**src/rtl/dac_seq_pkg.sv**
```systemverilog
// Shared types and constants for the OCXO tuning-DAC write sequencer.
// Holds the sequencer state enum, datapath widths and the unsigned clamp helper.
package dac_seq_pkg;

    localparam int DAC_W      = 16;
    localparam int SPI_BYTE_W = 8;

    localparam logic [DAC_W-1:0] DEFAULT_INIT_CODE = 16'h9E23;

    typedef enum logic [2:0] {
        IDLE     = 3'd0,
        LOAD     = 3'd1,
        SEND_MSB = 3'd2,
        WAIT_MSB = 3'd3,
        SEND_LSB = 3'd4,
        WAIT_LSB = 3'd5,
        GAP      = 3'd6
    } dac_seq_state_t;

    // Unsigned clamp of a requested code into the safe DAC window.
    function automatic logic [DAC_W-1:0] clamp_code(
        input logic [DAC_W-1:0] code,
        input logic [DAC_W-1:0] lo,
        input logic [DAC_W-1:0] hi
    );
        logic [DAC_W-1:0] result;
        result = code;
        if (code < lo) begin
            result = lo;
        end else if (code > hi) begin
            result = hi;
        end
        return result;
    endfunction

endpackage

```
**src/rtl/dac_slew_limiter.sv**
```systemverilog
// Combinational slew limiter: moves current toward target by at most max_step.
// Only instantiated when DAC_SLEW_LIMIT_EN is defined.
module dac_slew_limiter
    import dac_seq_pkg::*;
(
    input  logic [DAC_W-1:0] target,
    input  logic [DAC_W-1:0] current,
    input  logic [DAC_W-1:0] max_step,
    output logic [DAC_W-1:0] next
);

    logic signed [DAC_W:0] diff;
    logic signed [DAC_W:0] lim_pos;
    logic signed [DAC_W:0] lim_neg;
    logic signed [DAC_W:0] step;

    assign diff    = $signed({1'b0, target}) - $signed({1'b0, current});
    assign lim_pos = $signed({1'b0, max_step});
    assign lim_neg = -lim_pos;

    always_comb begin
        step = diff;
        if (diff > lim_pos) begin
            step = lim_pos;
        end else if (diff < lim_neg) begin
            step = lim_neg;
        end
    end

    // The limited result always lies between current and target, so a
    // modulo-2^16 add of the low bits is exact.
    assign next = current + step[DAC_W-1:0];

endmodule

```
**src/rtl/dac_write_sequencer.sv**
```systemverilog
// Clamps, optionally slew-limits (DAC_SLEW_LIMIT_EN), and ships DAC codes as
// two-byte MSB-first frames through the SPI master's byte handshake.
module dac_write_sequencer
    import dac_seq_pkg::*;
#(
    parameter logic [DAC_W-1:0] CODE_MIN   = 16'h0400,
    parameter logic [DAC_W-1:0] CODE_MAX   = 16'hFC00,
    parameter logic [DAC_W-1:0] INIT_CODE  = DEFAULT_INIT_CODE,
    parameter logic [DAC_W-1:0] MAX_STEP   = 16'd64,
    parameter logic [7:0]       GAP_CYCLES = 8'd50
) (
    input  logic                  clk50,
    input  logic                  reset,
    input  logic [DAC_W-1:0]      code_in,
    input  logic                  code_valid,
    output logic [SPI_BYTE_W-1:0] spi_tx_byte,
    output logic                  spi_tx_dv,
    input  logic                  spi_tx_ready,
    output logic [DAC_W-1:0]      code_written,
    output logic                  write_done,
    output logic                  busy,
    output logic [7:0]            overrun_count
);

    // Handshake: a byte is transferred in the cycle spi_tx_dv is high, and
    // spi_tx_dv only rises while spi_tx_ready is high. The cycle after a byte
    // is ignored so a ready that falls one cycle late is not taken as "done".

    dac_seq_state_t   state_q;
    dac_seq_state_t   state_d;
    logic [DAC_W-1:0] target_q;
    logic [DAC_W-1:0] frame_code;
    logic [DAC_W-1:0] next_code;
    logic             pending_new;
    logic             wait_first;
    logic             finish_frame;
    logic             gap_done;
    logic [7:0]       gap_cnt;

    if (CODE_MIN > CODE_MAX || MAX_STEP == '0) begin : g_bad_params
        $error("dac_write_sequencer: CODE_MIN above CODE_MAX or zero MAX_STEP");
    end

`ifdef DAC_SLEW_LIMIT_EN
    dac_slew_limiter u_slew (
        .target   (target_q),
        .current  (code_written),
        .max_step (MAX_STEP),
        .next     (next_code)
    );
`else
    assign next_code = target_q;
`endif

    assign gap_done = (GAP_CYCLES == 8'd0) || (gap_cnt == GAP_CYCLES - 8'd1);
    assign busy     = (state_q != IDLE);

    always_comb begin
        state_d      = state_q;
        spi_tx_dv    = 1'b0;
        spi_tx_byte  = '0;
        finish_frame = 1'b0;
        case (state_q)
            IDLE: begin
                // A same-cycle strobe launches immediately to keep latency at two cycles.
                if (code_valid || pending_new || (target_q != code_written)) begin
                    state_d = LOAD;
                end
            end
            LOAD: begin
                state_d = SEND_MSB;
            end
            SEND_MSB: begin
                spi_tx_byte = frame_code[DAC_W-1:SPI_BYTE_W];
                if (spi_tx_ready) begin
                    spi_tx_dv = 1'b1;
                    state_d   = WAIT_MSB;
                end
            end
            WAIT_MSB: begin
                if (!wait_first && spi_tx_ready) begin
                    state_d = SEND_LSB;
                end
            end
            SEND_LSB: begin
                spi_tx_byte = frame_code[SPI_BYTE_W-1:0];
                if (spi_tx_ready) begin
                    spi_tx_dv = 1'b1;
                    state_d   = WAIT_LSB;
                end
            end
            WAIT_LSB: begin
                if (!wait_first && spi_tx_ready) begin
                    finish_frame = 1'b1;
                    state_d      = GAP;
                end
            end
            GAP: begin
                if (gap_done) begin
                    state_d = IDLE;
                end
            end
            default: begin
                state_d = IDLE;
            end
        endcase
        // The partial frame is abandoned the moment reset is seen.
        if (reset) begin
            spi_tx_dv   = 1'b0;
            spi_tx_byte = '0;
        end
    end

    always_ff @(posedge clk50) begin
        if (reset) begin
            state_q       <= IDLE;
            target_q      <= INIT_CODE;
            frame_code    <= INIT_CODE;
            code_written  <= INIT_CODE;
            pending_new   <= 1'b0;
            overrun_count <= 8'd0;
            write_done    <= 1'b0;
            wait_first    <= 1'b0;
            gap_cnt       <= 8'd0;
        end else begin
            state_q    <= state_d;
            wait_first <= spi_tx_dv;
            write_done <= finish_frame;
            gap_cnt    <= (state_q == GAP) ? gap_cnt + 8'd1 : 8'd0;

            if (code_valid) begin
                target_q <= clamp_code(code_in, CODE_MIN, CODE_MAX);
            end

            // A new request outranks the clear, so a strobe during LOAD stays pending.
            if (code_valid) begin
                pending_new <= 1'b1;
            end else if (state_q == LOAD) begin
                pending_new <= 1'b0;
            end

            if (code_valid && pending_new && (state_q != LOAD) && (overrun_count != 8'hFF)) begin
                overrun_count <= overrun_count + 8'd1;
            end

            if (state_q == LOAD) begin
                frame_code <= next_code;
            end

            if (finish_frame) begin
                code_written <= frame_code;
            end
        end
    end

endmodule

```
**config.mk**
```make
export PLATFORM = sky130hd
export DESIGN_NAME = dac_write_sequencer
export DESIGN_NICKNAME = d
export VERILOG_FILES = /design/src/rtl/dac_seq_pkg.sv /design/src/rtl/dac_slew_limiter.sv /design/src/rtl/dac_write_sequencer.sv
export SDC_FILE = /design/constraint.sdc
export NUM_CORES = 1
export LEC_CHECK = 0
export BUFFER_PORTS_ARGS = -buffer_cell sky130_fd_sc_hd__buf_4
export CORE_ASPECT_RATIO = 1.1
export CORE_MARGIN = 1
export CORE_UTILIZATION = 23
export CTS_CLUSTER_DIAMETER = 30
export DETAILED_ROUTE_END_ITERATION = 10
export SLEW_MARGIN = 20
export SYNTH_ARGS = -nofsm -noshare
export SYNTH_HDL_FRONTEND = slang
export SYNTH_SLANG_ARGS = --single-unit
```
**constraint.sdc**
```tcl
create_clock -name clk50 -period 4.4 [get_ports clk50]
set_input_delay 1.32 -clock clk50 [delete_from_list [all_inputs] [get_ports clk50]]
set_output_delay 1.32 -clock clk50 [all_outputs]
set_load 0.01 [all_outputs]
```
==> results of run 1 <==
==> worst paths after layout <==
kind,startpoint,end,slack [ns],depth (start not counted)
worst min-delay path,gap_cnt[0],gap_cnt[0],0.47,1
worst max-delay path,reset,spi_tx_byte[0],0.63,4
worst max register to register,state_q[2],state_q[0],2.11,5
worst min register to register,gap_cnt[0],gap_cnt[0],0.47,1
==> kinds of logic (layout without fill, tap and decap cells) <==
kind of cell	after synthesis	after routing
xor gates and xnor gates	27	27
DFF	70	70
AOI/OAI and AO/OA	55	55
muxes	2	2
adders and majority gates	3	3
and+or+nand+nor	181	181
buffers and inverters	25	73
==> per-stage QoR <==
stage / hold slack (ns) / worst slack [ns] / util (%)
floorplan: 0.430 / 1.20 / -
global placement: 0.443 / 0.630 / 27.3
detailed placement: 0.453 / 0.597 / 27.3
CTS: 0.466 / 0.591 / 29.9
global route: 0.498 / 0.483 / 30.0
finish: 0.467 / 0.631 / 30.0
==> layer usage <==
metal,share of wire [%],global-route usage (%),vias up
met5,0,0,-
met4,0.93,3.67,0
met3,5.2,3.38,9
met1,45,15.9,1261
met2,49,20.7,63
li1,-,-,1337
==> power groups by stage <==
stage                     logic [uW]  clock network (uW)  registers, uW
after global routing             504                 868            808
after floorplan                  352                   0            766
final                            454                 823            795
after detailed placement         454                   0            807
after global placement           444                   0            802
after CTS                        456                 840            793
==> worst reg2reg max path, stage by stage, from the launching register on <==
cell and delay [ns]:
sky130_fd_sc_hd__dfxtp_1 0.55, sky130_fd_sc_hd__nor2b_1 0.74, sky130_fd_sc_hd__o2bb2ai_1 0.20, sky130_fd_sc_hd__o31a_1 0.21
sky130_fd_sc_hd__and3_1 0.17, sky130_fd_sc_hd__a311o_1 0.31
==> state kept, by name (all words and copies together), names as in the netlist <==
name,count
code_written,16
frame_code,16
gap_cnt,8
next_code,16
overrun_count,8
pending_new,1
state_q,3
wait_first,1
write_done,1
==> cell type report <==
class                           count  area, um2  area share [%]
Tap cell                          161        201            5.11
Multi-Input combinational cell    268       1580            40.0
Inverter                            3       11.3           0.286
Sequential cell                    70       1400            35.5
Timing Repair Buffer               55        413            10.5
Clock buffer                       11        243            6.15
Clock inverter                      4       95.1            2.41
==> cells in the final DEF, fill, tap and decap left out, types with 5 or more instances in the layout <==
cell	instances
sky130_fd_sc_hd__nand3b_1	16
sky130_fd_sc_hd__nor2b_1	5
sky130_fd_sc_hd__buf_4	55
sky130_fd_sc_hd__xnor2_1	13
sky130_fd_sc_hd__xor2_1	14
sky130_fd_sc_hd__nor2_1	38
sky130_fd_sc_hd__dfxtp_1	70
sky130_fd_sc_hd__clkbuf_16	9
sky130_fd_sc_hd__and3_1	5
sky130_fd_sc_hd__a22oi_1	13
sky130_fd_sc_hd__nand3_1	9
sky130_fd_sc_hd__nand2_1	74
sky130_fd_sc_hd__a21oi_1	23
sky130_fd_sc_hd__nor3_1	5
==> PnR_summary.wiki, run 1 <==
{| class="wikitable"
! Metric !! Value
|-
| Cell count after synthesis || 363
|-
| Maximum clock rate || 265 MHz
|-
| CTS tree || yes
|-
| Most frequent cell after synthesis || sky130_fd_sc_hd__nand2_1
|-
| Routed vias/inst || 4.67
|-
| Overall power consumption || 2070 uW
|-
| Number of hold buffers added after cts || 0
|-
| Proportion of power drawn by the clock network || 39.7%
|-
| Fraction of power consumed by combinational cells || 21.9%
|-
| XOR/XNOR Fraction of Synth Area || 7.66%
|-
| Number of hold-slack violations in the final timing report || 0
|-
| TritonCTS Buffers || 9
|-
| Class of the tightest hold or removal check || reg -> reg
|-
| Number of nets in the layout || 430
|-
| Unrepaired setup endpoints after global routing || no
|-
| Total Routing Usage GR || 12.5%
|-
| Fin. max-slew vios || 0
|-
| Share of final-layout standard cells stronger than drive strength 1 || 18.7%
|-
| Flip-flop and latch count after synthesis || 70
|-
| Floorplan row count || 44
|-
| Setup violation total in the final timing report || 0
|-
| Number of buffers on the longest clock path || 2
|-
| Cells resized by post-CTS repair || 0
|-
| Diodes inserted || 0
|-
| Ranking of synthesized cells by area || sky130_fd_sc_hd__dfxtp_1 45%, sky130_fd_sc_hd__nand2_1 9.0%, sky130_fd_sc_hd__nor2_1 4.7%, sky130_fd_sc_hd__xor2_1 4.0%, sky130_fd_sc_hd__nand3b_1 3.9%
|-
| Sequential share of the synthesized area || 45.4%
|-
| Count of synthesis-stage warnings from yosys || 0
|-
| Reported leakage power || 0.00161 uW
|-
| Total Wirelength || 8250 um
|-
| Pwr dens || 525 nW/um2
|-
| Cell type contributing the most total cell area after synthesis || sky130_fd_sc_hd__dfxtp_1
|-
| Crit Path Category || in -> out
|-
| Clock-pin slew on the worst setup and hold paths || 0.06 ns
|-
| DP Area || 3600 um2
|-
| Placed cell count || 557
|-
| H-tree Lvls || 3
|-
| Slew of the pin with the lowest slew margin || 0.843 ns
|-
| Crit path DAT || 2.45 ns
|-
| Maxcap violations || 0
|-
| Post-layout minimum cycle time || 3.77 ns
|-
| Count of fill cells added during filler insertion || 1371
|-
| Accumulated negative setup slack || 0 ns
|-
| Sum of overflow across all layers after global routing || 0
|-
| Worst path required time || 3.08 ns
|-
| Die area || 13900 um2
|-
| Clock skew || 0.00755 ns
|-
| Via count || 2670
|-
| PortBufs || 54
|-
| Cell family with the largest share of critical-path delay || buffers and inverters
|-
| Simple-gate area share of the yosys netlist || 29.1%
|-
| Critical path cell sequence || buf_4 -> or2_1 -> nor2_1 -> buf_4
|-
| P_int || 1460 uW
|-
| Initial antenna violation count || 0
|-
| Die outline height || 123 um
|-
| Core footprint || 13200 um2
|-
| Register share of total power || 38.4%
|-
| Root Buffer || sky130_fd_sc_hd__clkbuf_16
|-
| Skew-Pair Late Insertion Delay || 0.33 ns
|-
| Post-CTS Repair Setup Buffers || 0
|-
| Post-Synthesis Net Count || 386
|-
| Growth of design area from synthesis to finish || 27.8%
|-
| Multiplexer fraction of the synthesized cell area || 0.649%
|-
| Fraction of synthesized cell area taken by the top area cell type || 45.4%
|-
| Synth Flop Type || sky130_fd_sc_hd__dfxtp_1
|-
| Pin count of the biggest net entering global routing || 66
|-
| Crit Path Max Fanout || 65
|-
| Number of sinks driven by the clock tree || 70
|-
| Post-synthesis average cell area || 8.50 um2
|-
| Area share of fa/ha/maj cells after synthesis || 1.22%
|-
| Half-perimeter wire length after detailed placement || 5910 um
|-
| Final weighted congestion in routability-driven placement || 0.775
|-
| Worst VDD drop || 0.231 mV
|-
| Async set-or-reset flop fraction in the synthesized netlist || 0%
|-
| Initial Util || 23.4%
|-
| Max-Slew Margin vs Limit || 43.7%
|-
| Result of the run || finished, final reports clean
|-
| CP max-delay cell || sky130_fd_sc_hd__buf_4
|-
| Top Ports || 55
|-
| Number of non-filler instances in the completed layout || 572
|-
| Compound-gate portion of the synthesized area || 12.2%
|-
| TritonRoute pass-1 iters || 4
|-
| Final worst path period share || 85.6%
|-
| Switching part of the total || 29.5%
|-
| Chip Width || 112 um
|-
| Cell variety after synth || 46
|-
| Most repeated library cell on the critical path || sky130_fd_sc_hd__buf_4
|-
| Nature of the critical path startpoint || primary input
|-
| Largest family of logic cells by synthesized area || simple AND/OR/NAND/NOR gates
|-
| Routed length per instance || 14.4 um
|-
| Number of global-route vias before repair || 2565
|-
| Switching Power || 612 uW
|-
| Wire length of the first global-routing pass || 13400 um
|-
| Number of flops mapped to enable cells by yosys || 0
|-
| Count of buffer and inverter cells on the critical path || 2
|-
| Drc violations || 0
|-
| Top post-synthesis cells by count || 74 x sky130_fd_sc_hd__nand2_1, 70 x sky130_fd_sc_hd__dfxtp_1, 39 x sky130_fd_sc_hd__nor2_1
|-
| Maximum single-stage delay on the critical path || 0.47 ns
|-
| Total standard cell area after synthesis || 3090 um2
|-
| Number of DRC violations after detailed-routing iteration 0 || 103
|-
| Post-layout instance area || 3940 um2
|-
| Crit. End Element || output pin
|-
| Number of nets with antenna violations after detailed routing || 0
|}
(Power assumes the default switching activity.)
==> run 2: changes to the inputs <==
--- a/config.mk
+++ b/config.mk
@@ -10,7 +10,7 @@
 export CORE_MARGIN = 1
 export CORE_UTILIZATION = 23
-export CTS_CLUSTER_DIAMETER = 30
+export CTS_CLUSTER_DIAMETER = 50
 export DETAILED_ROUTE_END_ITERATION = 10
-export SLEW_MARGIN = 20
+export SLEW_MARGIN = 40
 export SYNTH_ARGS = -nofsm -noshare
 export SYNTH_HDL_FRONTEND = slang
==> constraint.sdc (replaced) <==
create_clock -name clk50 -period 4.4 [get_ports clk50]
set_input_delay 1.32 -clock clk50 [delete_from_list [all_inputs] [get_ports clk50]]
set_output_delay 1.32 -clock clk50 [all_outputs]
set_load 0.02 [all_outputs]
==> PnR_summary.wiki, run 2 (synthesis gave the netlist of run 1 again) <==
{| class="wikitable"
! Metric !! Value
|-
| Initial antenna violation count || 0
|-
| Crit. End Element || output pin
|-
| Final Util || 29.8%
|-
| Chip Width || 112 um
|-
| Number of DRC violations after detailed-routing iteration 0 || 191
|-
| Via count || 2675
|-
| Clock skew || 0.00632 ns
|-
| Number of nets in the layout || 431
|-
| Crit Path Max Fanout || 9
|-
| Number of global-route vias before repair || 2522
|-
| Maximum clock rate || 294 MHz
|-
| TritonCTS Buffers || 9
|-
| Register-to-register setup slack || 2.34 ns
|-
| Routed vias/inst || 4.66
|-
| Half-perimeter wire length after detailed placement || 5840 um
|-
| Cells resized by post-CTS repair || 0
|-
| Number of hold-slack violations in the final timing report || 0
|-
| Worst VDD drop || 0.177 mV
|-
| Growth of design area from synthesis to finish || 27.0%
|-
| Maxcap violations || 0
|-
| Slew of the pin with the lowest slew margin || 0.717 ns
|-
| Clock-pin slew on the worst setup and hold paths || 0.05 ns
|-
| Core footprint || 13200 um2
|-
| Die outline height || 123 um
|-
| Number of nets with antenna violations after detailed routing || 0
|-
| Fin. max-slew vios || 0
|-
| Nature of the critical path startpoint || primary input
|-
| Total Wirelength || 8170 um
|-
| Final weighted congestion in routability-driven placement || 0.771
|-
| Number of sinks driven by the clock tree || 70
|-
| Post-CTS Repair Setup Buffers || 0
|-
| CTS tree || yes
|-
| Drc violations || 0
|-
| Most frequent standard cell in the layout excluding fill and tap cells || sky130_fd_sc_hd__nand2_1
|-
| Worst path required time || 3.08 ns
|-
| Crit path DAT || 2.08 ns
|-
| H-tree Lvls || 3
|-
| Class of the tightest hold or removal check || reg -> reg
|-
| Reported leakage power || 0.00160 uW
|-
| Crit Path Category || in -> out
|-
| Number of hold buffers added after cts || 0
|-
| PortBufs || 54
|-
| Sum of overflow across all layers after global routing || 0
|-
| Wire length of the first global-routing pass || 13200 um
|-
| Result of the run || finished, final reports clean
|-
| Accumulated negative setup slack || 0 ns
|-
| Routed length per instance || 14.2 um
|-
| Diodes inserted || 0
|-
| Root Buffer || sky130_fd_sc_hd__clkbuf_16
|-
| Pin count of the biggest net entering global routing || 64
|-
| Number of buffers on the longest clock path || 2
|-
| Skew-Pair Late Insertion Delay || 0.32 ns
|-
| Floorplan row count || 44
|-
| Max-Slew Margin vs Limit || 52.2%
|-
| Pwr dens || 508 nW/um2
|-
| Top Ports || 55
|-
| Post-layout minimum cycle time || 3.40 ns
|-
| Commonest non-fill, non-tap cells in the layout || 74 x sky130_fd_sc_hd__nand2_1, 70 x sky130_fd_sc_hd__dfxtp_1, 56 x sky130_fd_sc_hd__buf_4, 38 x sky130_fd_sc_hd__nor2_1, 23 x sky130_fd_sc_hd__a21oi_1
|-
| Unrepaired setup endpoints after global routing || no
|-
| Share of final-layout standard cells stronger than drive strength 1 || 19.6%
|-
| Total Routing Usage GR || 12.2%
|-
| Setup violation total in the final timing report || 0
|-
| Initial Util || 23.4%
|-
| Final worst path period share || 77.2%
|-
| Die area || 13900 um2
|-
| TritonRoute pass-1 iters || 4
|}
[run 2: path summary, 6_finish.rpt]
check	from	end	depth (start not counted)
setup / recovery	reset	spi_tx_byte[5]	4
hold / removal	gap_cnt[0]	gap_cnt[0]	1
setup reg to reg	state_q[2]	state_q[0]	5
hold reg to reg	gap_cnt[0]	gap_cnt[0]	1
[run 2: worst max-delay path, cell delays in order]
cell,delay [ns]
sky130_fd_sc_hd__buf_4,0.12
sky130_fd_sc_hd__or2_1,0.33
sky130_fd_sc_hd__nor2_1,0.15
sky130_fd_sc_hd__buf_4,0.15
[run 2: per-layer routing]
layer / track usage [%] / vias up / share of wire, %
met2: 20.8 / 72 / 49
met3: 3.33 / 4 / 5.0
met5: 0 / - / 0
met1: 15.3 / 1265 / 45
met4: 3.17 / 0 / 0.71
li1: - / 1334 / -
[run 2: where the power goes]
part           internal [uW]  switching, uW  total, uW
clock                    467            257        724
combinational            190            286        476
sequential               708           85.6        794
[run 2: stage by stage]
stage / hold WS [ns] / instance area [um2] / worst slack (ns) / cells / total power, uW
2_1_floorplan: 0.430 / 3090 / 1.08 / 363 / 1140
3_3_place_gp: 0.443 / 3600 / 1.00 / 558 / 1270
3_5_place_dp: 0.462 / 3610 / 0.980 / 558 / 1280
4_1_cts: 0.474 / 3920 / 0.939 / 574 / 2010
5_1_grt: 0.499 / 3920 / 0.930 / 574 / 2110
6_report: 0.470 / 3920 / 1.00 / 574 / 1990
[run 2: layout make-up]
cell class                      count  area [um2]
Clock buffer                       12         256
Clock inverter                      4        45.0
Fill cell                        1378        9240
Inverter                            3        11.3
Multi-Input combinational cell    268        1580
Sequential cell                    70        1400
Tap cell                          161         201
Timing Repair Buffer               56         420
